===== src/rtl/falu_issue_seq.sv =====
//==============================================================================
// Module      : falu_issue_seq
// Description : Issue/collect sequencer wrapped around floating_ALU_TOP.
//               Accepts one FP op over valid/ready, drives ALU_FUNC/A/B/C
//               for the op's fixed latency, then captures the matching FALU
//               result slot and presents it with its tag over valid/ready.
//               ALU_FUNC sits at NOP_FUNC whenever no op is executing.
// Options     : `define FALU_ISSUE_BYPASS_EN lets a result handoff and a new
//               acceptance share one edge (no IDLE bubble between ops).
// Revision    : 1.0 - initial release
//==============================================================================
`default_nettype none

module falu_issue_seq #(
    parameter int           W        = 32,
    parameter int           TAG_W    = 5,
    parameter int           LAT_FMA  = 3,
    parameter int           LAT_ADD  = 2,
    parameter int           LAT_MUL  = 2,
    parameter int           LAT_DIV  = 8,
    parameter int           LAT_SQRT = 8,
    parameter int           LAT_MISC = 1,
    parameter logic [4:0]   NOP_FUNC = 5'h1F
) (
    input  logic                CLK,
    input  logic                RST,
    input  logic                in_valid,
    output logic                in_ready,
    input  logic [4:0]          in_func,
    input  logic [W-1:0]        in_a,
    input  logic [W-1:0]        in_b,
    input  logic [W-1:0]        in_c,
    input  logic [TAG_W-1:0]    in_tag,
    output logic [4:0]          ALU_FUNC,
    output logic [W-1:0]        A,
    output logic [W-1:0]        B,
    output logic [W-1:0]        C,
    input  logic [32*W-1:0]     res_bus,
    output logic                out_valid,
    input  logic                out_ready,
    output logic [2*W-1:0]      out_data,
    output logic [TAG_W-1:0]    out_tag,
    output logic                out_illegal
);

    localparam int CNT_W = 8;

    typedef enum logic [1:0] {
        IDLE = 2'd0,
        EXEC = 2'd1,
        DONE = 2'd2
    } state_t;

    state_t             state;
    state_t             state_n;
    logic [CNT_W-1:0]   cnt;
    logic [4:0]         func_q;
    logic               accept;
    logic               new_illegal;
    logic [2*W-1:0]     slot [16];

    // Latency minus one, so the counter reaches zero on the final EXEC cycle.
    function automatic logic [CNT_W-1:0] lat_m1(input logic [4:0] f);
        int l;
        if (f <= 5'd3)       l = LAT_FMA;
        else if (f <= 5'd5)  l = LAT_ADD;
        else if (f == 5'd6)  l = LAT_MUL;
        else if (f == 5'd7)  l = LAT_DIV;
        else if (f == 5'd8)  l = LAT_SQRT;
        else                 l = LAT_MISC;
        return CNT_W'(l - 1);
    endfunction

    // Split the flat FALU result bus into per-function slots.
    for (genvar k = 0; k < 16; k++) begin : g_slot
        assign slot[k] = res_bus[k*2*W +: 2*W];
    end

`ifdef FALU_ISSUE_BYPASS_EN
    assign in_ready = (state == IDLE) || ((state == DONE) && out_ready);
`else
    assign in_ready = (state == IDLE);
`endif

    assign accept      = in_valid && in_ready;
    assign new_illegal = in_func[4];
    assign out_valid   = (state == DONE);
    assign ALU_FUNC    = (state == EXEC) ? func_q : NOP_FUNC;

    // State register.
    always_ff @(posedge CLK) begin
        if (RST) state <= IDLE;
        else     state <= state_n;
    end

    // Next-state: illegal ops skip execution and go straight to the result.
    always_comb begin
        state_n = state;
        case (state)
            IDLE: begin
                if (accept) state_n = new_illegal ? DONE : EXEC;
            end
            EXEC: begin
                if (cnt == '0) state_n = DONE;
            end
            DONE: begin
                if (out_ready) begin
                    if (accept) state_n = new_illegal ? DONE : EXEC;
                    else        state_n = IDLE;
                end
            end
            default: state_n = IDLE;
        endcase
    end

    // Operand/tag latching, latency countdown and result capture.
    always_ff @(posedge CLK) begin
        if (RST) begin
            func_q      <= '0;
            cnt         <= '0;
            A           <= '0;
            B           <= '0;
            C           <= '0;
            out_data    <= '0;
            out_tag     <= '0;
            out_illegal <= 1'b0;
        end else if (accept) begin
            func_q      <= in_func;
            cnt         <= lat_m1(in_func);
            A           <= in_a;
            B           <= in_b;
            C           <= in_c;
            out_tag     <= in_tag;
            out_illegal <= new_illegal;
            if (new_illegal) out_data <= '0;
        end else if (state == EXEC) begin
            if (cnt == '0) out_data <= slot[func_q[3:0]];
            else           cnt      <= cnt - CNT_W'(1);
        end
    end

endmodule

`default_nettype wire

===== config.mk =====
export PLATFORM = sky130hd
export DESIGN_NAME = falu_issue_seq
export DESIGN_NICKNAME = d
export VERILOG_FILES = /design/src/rtl/falu_issue_seq.sv
export SDC_FILE = /design/constraint.sdc
export NUM_CORES = 1
export LEC_CHECK = 0
export CAP_MARGIN = 20
export CORE_AREA = 4 4 510 512
export DETAILED_ROUTE_END_ITERATION = 7
export DIE_AREA = 0 0 514 516
export HOLD_SLACK_MARGIN = 0.06
export PLACE_DENSITY = 0.3
export SLEW_MARGIN = 5
export SYNTH_ARGS = -nofsm -noshare
export SYNTH_HDL_FRONTEND = slang
export SYNTH_SLANG_ARGS = --single-unit

===== constraint.sdc =====
create_clock -name CLK -period 2 [get_ports CLK]
set_input_delay 0.3 -clock CLK [delete_from_list [all_inputs] [get_ports CLK]]
set_output_delay 0.3 -clock CLK [all_outputs]
set_load 0.01 [all_outputs]

Yosys cells after proc, flatten, opt, wreduce, memory -nomap -nowiden
Cells that the tools add are included.
Widths: inputs -> output; s select.
{"block": "totals", "input_bits": 1134, "out_inout_bits": 173, "wordCells": 57, "reg_bits": 181}
{"block": "op_classes", "muxes": 24, "bitwise_logic": 1, "n_reduce_logical": 8, "n_lt_le_gt_ge": 3, "n_addsub": 2, "n_eq_ne": 10}
{"cell": "$mux 64", "n": 6}
{"cell": "$bmux 64 s4", "n": 1}
{"cell": "$mux 8", "n": 5}
{"cell": "$mux 4", "n": 5}
{"cell": "$eq 5x3->1 const B", "n": 2}
{"cell": "$mux 2", "n": 5}
{"cell": "$logic_not 8->1", "n": 1}
{"cell": "$sub 8x1->8 const B", "n": 1}
{"cell": "$sub 8x2->8 const B", "n": 1}
{"cell": "$ne 2x2->1 const B", "n": 3}
{"cell": "$pmux 2 s3", "n": 1}
{"cell": "$reduce_and 3->1", "n": 2}
{"cell": "$eq 5x4->1 const B", "n": 1}
{"cell": "$ge 5x5->1 const B", "n": 1}
{"cell": "$le 5x2->1 const B", "n": 1}
{"cell": "$le 5x3->1 const B", "n": 1}
{"cell": "$mux 5", "n": 1}
{"cell": "$not 4->5", "n": 1}
{"cell": "$ne 2x1->1 const B", "n": 2}
{"cell": "$reduce_bool 2->1", "n": 2}
{"cell": "$eq 2x1->1 const B", "n": 1}
{"cell": "$eq 2x2->1 const B", "n": 1}
{"cell": "$logic_not 2->1", "n": 1}
{"cell": "$reduce_and 2->1", "n": 1}
{"cell": "$logic_and 1x1->1", "n": 1}

Depth between registers and ports, before layout
{"block": "depth", "word_depth": 10, "depth_mapped": 8}

Worst setup path before layout
No wires, ideal clock.
{"block": "synth_timing", "path_kind": "input to register", "start": "input in_func[0]", "end": "register cnt[3]", "required_time_ns": 1.888, "cell_stages": 5, "slack_ns": 0.043, "arrival_time_ns": 1.845, "setup_ns": 0.112, "n_path_buf": 0, "cell_sequence": "or4b_2 -> a21oi_1 -> ha_1 -> ha_1 -> a2111oi_1"}
{"block": "synth_between", "elab_chain_cells": 10, "word_cells_on_any_way": 14}
{"element": "start, declared", "line": "29", "text": "input logic [4:0] in_func,"}
{"element": "$eq 5x4->1", "line": "69", "text": "else if (f == 5'd8) l = LAT_SQRT;"}
{"element": "$mux 4", "line": "69"}
{"element": "$mux 4", "line": "68", "text": "else if (f == 5'd7) l = LAT_DIV;"}
{"element": "$mux 4", "line": "67", "text": "else if (f == 5'd6) l = LAT_MUL;"}
{"element": "$mux 4", "line": "66", "text": "else if (f <= 5'd5) l = LAT_ADD;"}
{"element": "$mux 4 *", "line": "65", "text": "if (f <= 5'd3) l = LAT_FMA;"}
{"element": "$mux 8 *", "line": "127", "text": "end else if (accept) begin"}
{"element": "$mux 8 *", "line": "118", "text": "if (RST) begin"}
{"element": "$sub 8x2->8 *", "line": "71", "text": "return CNT_W'(l - 1);"}
{"element": "$mux 8 *", "line": "127"}
{"element": "end signal, assigned", "line": "129", "text": "cnt <= lat_m1(in_func);"}
{"element": "end signal, assigned", "line": "138", "text": "else cnt <= cnt - CNT_W'(1);"}
{"element": "end, declared", "line": "56", "text": "logic [CNT_W-1:0] cnt;"}
Every way passes the cells marked *; elsewhere a longest branch is shown, timed or not. The select of a mux whose other input is x is not followed.
A chain may end at the register's enable or synchronous reset.

Worst setup path after layout
{"block": "layout_timing", "start": "register func_q[0]", "end": "register out_data[13]"}
{"block": "layout_between", "elab_chain_cells": 7}
{"element": "start, declared", "line": "57", "text": "logic [4:0] func_q;"}
{"element": "start signal, assigned", "line": "128", "text": "func_q <= in_func;"}
{"element": "$not 4->5 (implied by the code)", "line": "137", "text": "if (cnt == '0) out_data <= slot[func_q[3:0]];"}
{"element": "$bmux 64 s4", "line": "137"}
{"element": "$mux 64 (implied by the code) (2 in series)", "line": "137"}
{"element": "$mux 64", "line": "137"}
{"element": "$mux 64", "line": "136", "text": "end else if (state == EXEC) begin"}
{"element": "$mux 64", "line": "127"}
{"element": "end signal, assigned", "line": "137"}
{"element": "end, declared", "line": "41", "text": "output logic [2*W-1:0] out_data,"}
No other way between the ends. The select of a mux whose other input is x is not followed.

==> results.json <==
{
  "post_synth_net_total": 2360,
  "initial_utilization": 0.0552,
  "vias": 18353,
  "setup.worst_path.start_class": "flop",
  "worst_ep_required_time_ns": 2.41,
  "wire_length_of_the_first_global_routing_pass_mm": 240,
  "clock.fmax_mhz": 453,
  "numClockSinks": 180,
  "horizontal_die_dimension_microns": 514,
  "placement_rows": 186,
  "path_clk_slew_ns": 0.11,
  "layout-drive-gt1-share": 0.266,
  "worst_skew_pair.late_latency_ns": 0.56,
  "path_max_fanout": 8,
  "routabilityCongestion": 0.866,
  "synthFlopType": "sky130_fd_sc_hd__dfxtp_1",
  "first_global_vias": 19420,
  "die_area_sq_um": 265000,
  "detail_route.wirelength_mm": 199,
  "tightestPinTransition_ns": 0.746,
  "cts.root.buffer_cell": "sky130_fd_sc_hd__clkbuf_16",
  "cts_tree": "built",
  "critPathCaptureType": "flop",
  "p_leak_nw": 11.3,
  "number_of_antenna_violations_at_the_first_check_in_global_routing": 217,
  "dpl.hpwl_mm": 178,
  "synth_enable_flop_cells": 0,
  "finalNetCount": 3804,
  "path_class": "reg2reg",
  "fin_area_sq_um": 35200,
  "report.final.slew_viol_count": 0,
  "power_density_nw_per_um2": 457,
  "synth-seq-cells": 180,
  "reg2reg_setup_slack_ns": -0.21,
  "port-buffer-count": 1306,
  "fin_ws_ns": -0.206,
  "vdd_drop_max_v": 0.000573,
  "netlist.top_cell.by_area": "sky130_fd_sc_hd__mux4_2",
  "setup_repair_after_global_routing_missed_its_margin": "true",
  "wire_per_inst_microns": 32.7,
  "post_synth.cell_area_avg_sq_um": 11.5,
  "pin_count": 1307,
  "synth-seq-area-share": 0.255,
  "layout_worst_path_cycle_share": 1.10,
  "flow.area_growth_from_synthesis_pct": 150,
  "grt_max_degree": 73,
  "first_iter_violations": 1026,
  "yosys_warnings": 0,
  "slew-limit-headroom": 0.502,
  "routed_via_count_divided_by_cell_count": 3.01,
  "register_area_sq_um": 3630,
  "postSynth.asyncResetShare": 0,
  "num-fill-cells": 28854,
  "hold_class": "in2reg",
  "violations": "setup timing",
  "antenna_left": 0,
  "multi_input_area_sq_um": 10500,
  "finalHoldWorstSlack_ns": 0.276,
  "yosysMostFrequentCell": "sky130_fd_sc_hd__mux4_2",
  "yosys-top-cells-count": "sky130_fd_sc_hd__mux4_2, sky130_fd_sc_hd__nand2_1, sky130_fd_sc_hd__dfxtp_1, sky130_fd_sc_hd__a21oi_1, sky130_fd_sc_hd__clkbuf_1",
  "worst-endpoint-arrival_ns": 2.62,
  "final.setup_skew_ns": 0.0434,
  "post-route-min-period_ns": 2.21,
  "htreeDepth": 4,
  "post-place-ws_ns": -0.555,
  "fp.dieH_microns": 516,
  "grt_overflow_total": 0,
  "syn_area_sq_um": 14100,
  "totalPowerFinal_mw": 16.1,
  "cts-buffers-inserted": 17,
  "clock_path_buffers": 2,
  "synth.top_cells.by_area": "sky130_fd_sc_hd__mux4_2, sky130_fd_sc_hd__dfxtp_1, sky130_fd_sc_hd__nand2_1",
  "timing_hold_violations_final": 0,
  "final-setup-viol-count": 55,
  "timing.setup.tns_ns": -5.20,
  "core_sq_um": 256000,
  "firstDrtPassIters": 5,
  "drv.max_cap_violation_count": 0,
  "placement.cell_area_sq_um": 32800,
  "run_status": "finished, violations left",
  "synth_top_area_share": 0.409,
  "yosysUniqueCellTypes": 48,
  "globalRouteTotalUtil": 0.143,
  "netlist_instances": 1222,
  "drc": 0
}
cells in the final DEF, fill, tap and decap left out, types with 5 or more instances in the layout:
cell                              instances
sky130_fd_sc_hd__nor3_1                   7
sky130_fd_sc_hd__mux2_2                  20
sky130_fd_sc_hd__diode_2                 40
sky130_fd_sc_hd__inv_6                    5
sky130_fd_sc_hd__inv_8                    6
sky130_fd_sc_hd__buf_8                   11
sky130_fd_sc_hd__buf_4                  145
sky130_fd_sc_hd__a21oi_1                107
sky130_fd_sc_hd__mux2i_1                 43
sky130_fd_sc_hd__a22oi_1                 22
sky130_fd_sc_hd__buf_6                   27
sky130_fd_sc_hd__dlygate4sd2_1            9
sky130_fd_sc_hd__clkdlybuf4s50_1       1286
sky130_fd_sc_hd__clkbuf_16               19
sky130_fd_sc_hd__o21ai_1                 60
sky130_fd_sc_hd__nor2_1                  10
sky130_fd_sc_hd__a22oi_2                 42
sky130_fd_sc_hd__mux2i_2                  7
sky130_fd_sc_hd__dfxtp_1                168
sky130_fd_sc_hd__dfxtp_2                  8
sky130_fd_sc_hd__mux2_4                  44
sky130_fd_sc_hd__buf_16                  14
sky130_fd_sc_hd__mux2i_4                 15
sky130_fd_sc_hd__buf_12                  57
sky130_fd_sc_hd__mux4_2                 256
sky130_fd_sc_hd__nand2b_1                 7
sky130_fd_sc_hd__nand2_1                216
final cells by class:
cell class | instances | share of cell area
Tap cell | 3384 | 0.120
Inverter | 4 | 0.000426
Multi-Input combinational cell | 909 | 0.299
Clock buffer | 17 | 0.0121
Timing Repair Buffer | 1554 | 0.458
Sequential cell | 180 | 0.103
Clock inverter | 15 | 0.00437
Antenna cell | 40 | 0.00284
stage by stage:
| stage | utilization | std cells |
|---|---|---|
| 5_1_grt | 0.137 | 6072 |
| 3_3_place_gp | 0.128 | 5959 |
| 4_1_cts | 0.136 | 6052 |
| 6_report | 0.138 | 6103 |
| 2_1_floorplan | - | 1222 |
| 3_5_place_dp | 0.128 | 5959 |
kinds of logic (layout without fill, tap and decap cells):
family / Yosys count / after routing / synth area share
multiplexers: 385 / 385 / 0.506
AND/OR/NAND/NOR: 266 / 266 / 0.0812
AO/OA/AOI/OAI: 251 / 251 / 0.107
flip-flops: 180 / 180 / 0.255
buffers and inverters: 133 / 1590 / 0.0450
adder cells (fa/ha/maj): 4 / 4 / 0.00355
XOR/XNOR: 3 / 3 / 0.00186
other: 0 / 40 / 0
worst max-delay path: stages (launching register included):
cell and delay [ns]:
sky130_fd_sc_hd__dfxtp_4 0.42, sky130_fd_sc_hd__buf_12 0.14, sky130_fd_sc_hd__buf_16 0.16, sky130_fd_sc_hd__buf_12 0.15, sky130_fd_sc_hd__mux4_2 0.64, sky130_fd_sc_hd__mux2_4 0.33
sky130_fd_sc_hd__a22oi_2 0.12, sky130_fd_sc_hd__o21ai_1 0.08
worst paths after layout:
kind | from | endpoint | depth (start not counted)
setup / recovery | func_q[0]$_SDFFE_PP0P_ | out_data[13]$_SDFFE_PP0P_ | 7
hold / removal | in_b[28] | B[28]$_SDFFE_PP0P_ | 3
setup reg to reg | func_q[0]$_SDFFE_PP0P_ | out_data[13]$_SDFFE_PP0P_ | 7
hold reg to reg | C[24]$_SDFFE_PP0P_ | C[24]$_SDFFE_PP0P_ | 2
registers in the layout, indices dropped and copies added (netlist names):
signal       count
A               32
B               32
C               32
cnt              8
func_q           4
out_data        64
out_illegal      1
out_tag          5
state            2
what timing repair did:
item                                    in CTS  in global routing
setup buffers                               51                 18
cloned                                      12                  3
hold buffers                                 0                  0
endpoints found under the setup margin      88                 66
endpoints found under the hold margin        0                  0
gates resized for setup                    208                 37
pin swaps                                   24                 12
per-layer routing:
metal / vias to the layer above / track usage / part of all wire
met3: 354 / 0.0859 / 0.13
met2: 1169 / 0.247 / 0.48
met1: 8904 / 0.154 / 0.37
met5: - / 0 / 0.0040
met4: 126 / 0.0183 / 0.013
li1: 7800 / - / -
power breakdown:
group	switching, mW	leakage (nW)	internal [mW]
Sequential	0.169	1.48	3.81
Combinational	3.26	9.52	4.79
Clock	2.37	0.288	1.69
Total	5.80	11.3	10.3
No activity file was read; power rests on OpenSTA's default activity.
